`src/rtl/scan_mux.sv`:
```
// ---------------------------------------------------------------------------
// scan_mux
//   Registered N-channel, W-bit multiplexer with a valid/ready output stream.
//   In manual mode the s port picks the channel. In scan mode an internal
//   pointer walks all channels, holding each for DWELL captured samples.
//
// Ports
//   clk      in   clock, all state on the rising edge
//   rst      in   asynchronous active-high reset
//   i        in   packed channel data, channel k = i[k*WIDTH +: WIDTH]
//   s        in   manual channel select
//   mode     in   0 = manual, 1 = scan (sampled only when a capture happens)
//   en       in   capture enable
//   o        out  registered selected data
//   o_ch     out  channel index o was captured from
//   o_valid  out  o/o_ch/o_err hold a sample
//   o_ready  in   downstream accepts when o_valid && o_ready
//   o_err    out  captured select was >= CHANNELS (o forced to 0)
// ---------------------------------------------------------------------------
module scan_mux #(
    parameter int WIDTH    = 8,
    parameter int CHANNELS = 8,
    parameter int SEL_W    = 3,
    parameter int DWELL    = 4
) (
    input  logic                      clk,
    input  logic                      rst,
    input  logic [CHANNELS*WIDTH-1:0] i,
    input  logic [SEL_W-1:0]          s,
    input  logic                      mode,
    input  logic                      en,
    output logic [WIDTH-1:0]          o,
    output logic [SEL_W-1:0]          o_ch,
    output logic                      o_valid,
    input  logic                      o_ready,
    output logic                      o_err
);

    localparam logic [SEL_W:0]   CH_COUNT   = (SEL_W+1)'(CHANNELS);
    localparam logic [SEL_W-1:0] PTR_LAST   = SEL_W'(CHANNELS - 1);
    localparam logic [7:0]       DWELL_LAST = 8'(DWELL - 1);

    typedef enum logic {
        IDLE = 1'b0,
        HOLD = 1'b1
    } state_t;

    state_t             state_q, state_d;
    logic [WIDTH-1:0]   o_q, o_d;
    logic [SEL_W-1:0]   ch_q, ch_d;
    logic               err_q, err_d;
    logic [SEL_W-1:0]   ptr_q, ptr_d;
    logic [7:0]         dcnt_q, dcnt_d;
    // Mode seen at the previous capture; a 0->1 change restarts the scan.
    logic               mode_prev_q, mode_prev_d;

    // Unpack the channel bus into an array for indexed selection.
    logic [WIDTH-1:0]   ch_data [CHANNELS];

    generate
        for (genvar gi = 0; gi < CHANNELS; gi++) begin : g_unpack
            assign ch_data[gi] = i[gi*WIDTH +: WIDTH];
        end
    endgenerate

    logic               capture;
    logic               accept;
    logic               restart;
    logic [SEL_W-1:0]   scan_ptr;
    logic [7:0]         scan_dcnt;
    logic [SEL_W-1:0]   sel_ch;
    logic [WIDTH-1:0]   sel_data;
    logic               sel_err;

    // Source selection. A select with no matching channel leaves data at 0,
    // which is exactly the out-of-range behaviour wanted on o.
    always_comb begin
        restart   = mode && !mode_prev_q;
        scan_ptr  = restart ? '0 : ptr_q;
        scan_dcnt = restart ? '0 : dcnt_q;
        sel_ch    = mode ? scan_ptr : s;
        sel_data  = '0;
        for (int k = 0; k < CHANNELS; k++) begin
            if (sel_ch == SEL_W'(k)) begin
                sel_data = ch_data[k];
            end
        end
        sel_err = ({1'b0, sel_ch} >= CH_COUNT);
    end

    // Next-state and datapath update.
    always_comb begin
        state_d     = state_q;
        o_d         = o_q;
        ch_d        = ch_q;
        err_d       = err_q;
        ptr_d       = ptr_q;
        dcnt_d      = dcnt_q;
        mode_prev_d = mode_prev_q;

        accept  = (state_q == HOLD) && o_ready;
        // A stalled sample blocks new captures; an accept frees the register
        // in the same cycle so back-to-back capture has no bubble.
        capture = en && ((state_q == IDLE) || o_ready);

        if (capture) begin
            state_d     = HOLD;
            o_d         = sel_data;
            ch_d        = sel_ch;
            err_d       = sel_err;
            mode_prev_d = mode;
            if (mode) begin
                if (scan_dcnt >= DWELL_LAST) begin
                    dcnt_d = '0;
                    ptr_d  = (scan_ptr >= PTR_LAST) ? '0 : scan_ptr + SEL_W'(1);
                end else begin
                    dcnt_d = scan_dcnt + 8'd1;
                    ptr_d  = scan_ptr;
                end
            end
        end else if (accept) begin
            state_d = IDLE;
        end
    end

    always_ff @(posedge clk or posedge rst) begin
        if (rst) begin
            state_q     <= IDLE;
            o_q         <= '0;
            ch_q        <= '0;
            err_q       <= 1'b0;
            ptr_q       <= '0;
            dcnt_q      <= '0;
            mode_prev_q <= 1'b0;
        end else begin
            state_q     <= state_d;
            o_q         <= o_d;
            ch_q        <= ch_d;
            err_q       <= err_d;
            ptr_q       <= ptr_d;
            dcnt_q      <= dcnt_d;
            mode_prev_q <= mode_prev_d;
        end
    end

    assign o       = o_q;
    assign o_ch    = ch_q;
    assign o_err   = err_q;
    assign o_valid = (state_q == HOLD);

endmodule
```
`config.mk`:
```
export PLATFORM = sky130hd
export DESIGN_NAME = scan_mux
export DESIGN_NICKNAME = d
export VERILOG_FILES = /design/src/rtl/scan_mux.sv
export SDC_FILE = /design/constraint.sdc
export NUM_CORES = 1
export LEC_CHECK = 0
export BUFFER_PORTS_ARGS = -buffer_cell sky130_fd_sc_hd__buf_4
export CAP_MARGIN = 20
export CELL_PAD_IN_SITES_DETAIL_PLACEMENT = 1
export CELL_PAD_IN_SITES_GLOBAL_PLACEMENT = 2
export CORE_MARGIN = 3
export CORE_UTILIZATION = 23
export CTS_CLUSTER_DIAMETER = 50
export DETAILED_ROUTE_END_ITERATION = 10
export PLACE_DENSITY = 0.76
export SYNTH_ARGS = -nofsm -noshare
export SYNTH_HDL_FRONTEND = slang
export SYNTH_SLANG_ARGS = --single-unit
```
`constraint.sdc`:
```
create_clock -name clk -period 1.7 [get_ports clk]
set_input_delay 0.34 -clock clk [delete_from_list [all_inputs] [get_ports clk]]
set_output_delay 0.34 -clock clk [all_outputs]
set_load 0.005 [all_outputs]
```
==> metrics.txt <==
minimum clock period 1.72 ns; Reg2Reg Depth 5; maximum number of pins on one net before global-route repair 25; total leakage power 1.35 nW; fill cell count 850; Crit. End Element flip-flop; cts-stage hold buffer count 0; Power Density 685 mW/mm^2; max-slew violation total from the final report 0; area fraction of the dominant cell type after synthesis 35.4%; routed wire length 6.94 mm; yosys synthesis warning count 0; result of the run finished, violations left; post-layout net count 379; clock latency reported for the late side of the worst-skew pair 0.27 ns; highest net fanout along the worst path 6; failing checks setup timing; total iterations of the first detailed-routing run 4; capturing point of the worst reg2reg path o[7]; total core area 0.00698 sq mm; dominant cells by area after synthesis sky130_fd_sc_hd__dfrtp_1, sky130_fd_sc_hd__o21ai_0, sky130_fd_sc_hd__nand2_1; global-route total usage across every layer 16.3%; number of synthesized flops with an enable pin 0; startpoint class of the critical path flip-flop; total congestion overflow 0; Min Hold Slack 0.110 ns; Tcrit/Tclk final 101%; TritonCTS sink count 24; effective utilization at floorplan 24.3%; synthesis-stage register bit count 24; critical register-to-register path startpoint mode_prev_q; share of synthesized flip-flops with an asynchronous set or reset 100%; mean area per synthesized cell 8.89 sq um; count of buffers from port buffering 83; placed wire-length estimate after detailed placement 5.37 mm; nets in the synthesized netlist 266; diode insertion count for antenna repair 0; number of distinct library cell variants in the gate-level netlist after synthesis 46; CTS tree done; number of global-route vias before repair 2017; die boundary width 91.9 microns; number of antenna violations at the first check in global routing 0; final count of negative-setup-slack endpoints 1; wire per inst 17.4 microns; cell count after synthesis 191; Routed Antenna Nets 0; list of most frequent post-synthesis cells sky130_fd_sc_hd__dfrtp_1, sky130_fd_sc_hd__nand2_1, sky130_fd_sc_hd__o21ai_0, sky130_fd_sc_hd__and2_1, sky130_fd_sc_hd__a221o_1; prevailing post-synth register cell sky130_fd_sc_hd__dfrtp_1; number of design rule violations left after detail routing 0; number of top-level pins 85; area of the die 0.00845 sq mm; post-synth design cell area 0.00170 sq mm; wire length of the first global-routing pass 11.0 mm; number of rows in the core area 30; number of H-tree levels 1; drt via density 4.86; Area growth, synth to finish 70.0%; multi-input combinational cell area 0.00114 sq mm; first-iteration detailed-routing DRC count 108; detailed-route via count 1941; highest clock rate 0.580 GHz; setup ws final -0.0232 ns; CP Class flip-flop to flip-flop; max-cap viol count 0; Reg clk slew, reported paths 0.10 ns; worst endpoint required time 1.87 ns; number of hold violations in the final report 0; number of buffers created by CTS 3; Arr. time, crit path 1.89 ns; routability congestion estimate from global placement 0.789; clock root buffer sky130_fd_sc_hd__clkbuf_8; Die Y-Extent 91.9 microns; maximum clock skew at final layout 0.00443 ns; total power after layout 1.98 mW; class of the tightest hold or removal check input port to asynchronous set/reset pin; Synth area leader sky130_fd_sc_hd__dfrtp_1; register area 603 sq um; sequential fraction of the synthesis area 35.4%; Register-to-Register Setup Slack -0.02 ns; setup repair after global routing missed its margin yes; layout cells sized above 1 51.8%; CTS Buffer Depth 2; maximum vdd ir drop 231 uV
critical path, stage by stage, from the launching register on:
cell,delay [ns]
sky130_fd_sc_hd__dfrtp_2,0.46
sky130_fd_sc_hd__nand3_1,0.16
sky130_fd_sc_hd__and2_1,0.20
sky130_fd_sc_hd__a221o_1,0.35
sky130_fd_sc_hd__a222oi_1,0.34
sky130_fd_sc_hd__o31ai_1,0.10
cell usage in the layout (no fill, tap or decap), types with 2 or more instances in the layout:
cell type                   instances
sky130_fd_sc_hd__buf_4            117
sky130_fd_sc_hd__nand2_1           23
sky130_fd_sc_hd__dfrtp_1           22
sky130_fd_sc_hd__o21ai_0           15
sky130_fd_sc_hd__and2_1            10
sky130_fd_sc_hd__a221o_1            7
sky130_fd_sc_hd__mux2i_1            6
sky130_fd_sc_hd__nor2_1             5
sky130_fd_sc_hd__a22o_1             5
sky130_fd_sc_hd__o21ai_1            5
sky130_fd_sc_hd__a21oi_1            5
sky130_fd_sc_hd__nand2b_1           4
sky130_fd_sc_hd__and2_4             4
sky130_fd_sc_hd__nand3_1            4
sky130_fd_sc_hd__inv_1              4
sky130_fd_sc_hd__a221oi_2           4
sky130_fd_sc_hd__o311ai_1           4
sky130_fd_sc_hd__a31oi_1            4
sky130_fd_sc_hd__mux2_2             3
sky130_fd_sc_hd__clkbuf_8           3
sky130_fd_sc_hd__buf_6              3
sky130_fd_sc_hd__o21ai_2            2
sky130_fd_sc_hd__a221oi_1           2
sky130_fd_sc_hd__nand4_1            2
sky130_fd_sc_hd__o21a_2             2
sky130_fd_sc_hd__a222oi_1           2
sky130_fd_sc_hd__a2bb2oi_1          2
sky130_fd_sc_hd__o31ai_1            2
sky130_fd_sc_hd__a211oi_2           2
sky130_fd_sc_hd__ha_4               2
sky130_fd_sc_hd__dfrtp_2            2
cell families (layout without fill, tap and decap cells):
group                    after synthesis  after routing  share of synthesized area (%)
AND/OR/NAND/NOR                       64             64                           20.0
AO/OA/AOI/OAI                         73             73                           31.1
adder cells (fa/ha/maj)                3              3                           2.21
buffers and inverters                 17            129                           5.53
other                                  1              1                          0.221
multiplexers                           9              9                           5.53
flip-flops                            24             24                           35.4
routing by layer:
layer / track usage (%) / share of wire, %
met3: 2.13 / 3.6
met2: 25.8 / 48
met1: 23.4 / 47
met4: 4.21 / 1.2
met5: 0 / 0
power by group:
group	switching (mW)	internal (mW)	leakage, nW	total, mW
logic	0.321	0.432	1.00	0.753
clock network	0.211	0.315	0.0357	0.526
registers	0.0530	0.645	0.308	0.698
total	0.585	1.39	1.35	1.98
worst max-delay path by stage:
stage | from | slack (ns) | endpoint
6_report | mode_prev_q | -0.02 | o[7]
5_1_grt | mode_prev_q | -0.10 | o[5]
4_1_cts | mode_prev_q | -0.002 | o[7]
3_5_place_dp | mode | -0.22 | o[6]
3_3_place_gp | mode | -0.22 | o[6]
2_1_floorplan | mode_prev_q | 0.08 | ptr_q[1]
flip-flops by register name (all words and copies together) (netlist names):
register / count
dcnt_q: 8
o: 8
o_ch: 3
ptr_q: 3
mode_prev_q: 1
o_valid: 1
cell type report:
type / instances / area share, %
multi-input cells: 150 / 39.7
repair buffers: 121 / 32.3
flip-flops and latches: 24 / 20.9
well taps: 96 / 4.16
clock buffers: 3 / 1.43
clock inverters: 1 / 1.04
inverters: 4 / 0.520
timing repair:
action                                  in CTS  in global routing
endpoints found under the setup margin      12                 11
buffers inserted                             1                  2
resized for setup                           19                 24
pin swaps                                    1                  9
through the flow:
| step | worst slack (ns) | area, sq um | instances | setup TNS, ns | utilization, % |
|---|---|---|---|---|---|
| floorplan | 0.0761 | 1700 | 191 | 0 | - |
| finish | -0.0232 | 2890 | 399 | -0.0232 | 41.3 |
| detailed placement | -0.220 | 2640 | 392 | -1.91 | 37.8 |
| global route | -0.101 | 2890 | 399 | -0.451 | 41.3 |
| global placement | -0.219 | 2640 | 392 | -1.65 | 37.8 |
| CTS | -0.00164 | 2780 | 397 | -0.00236 | 39.8 |
No activity file was read; power rests on OpenSTA's default activity.
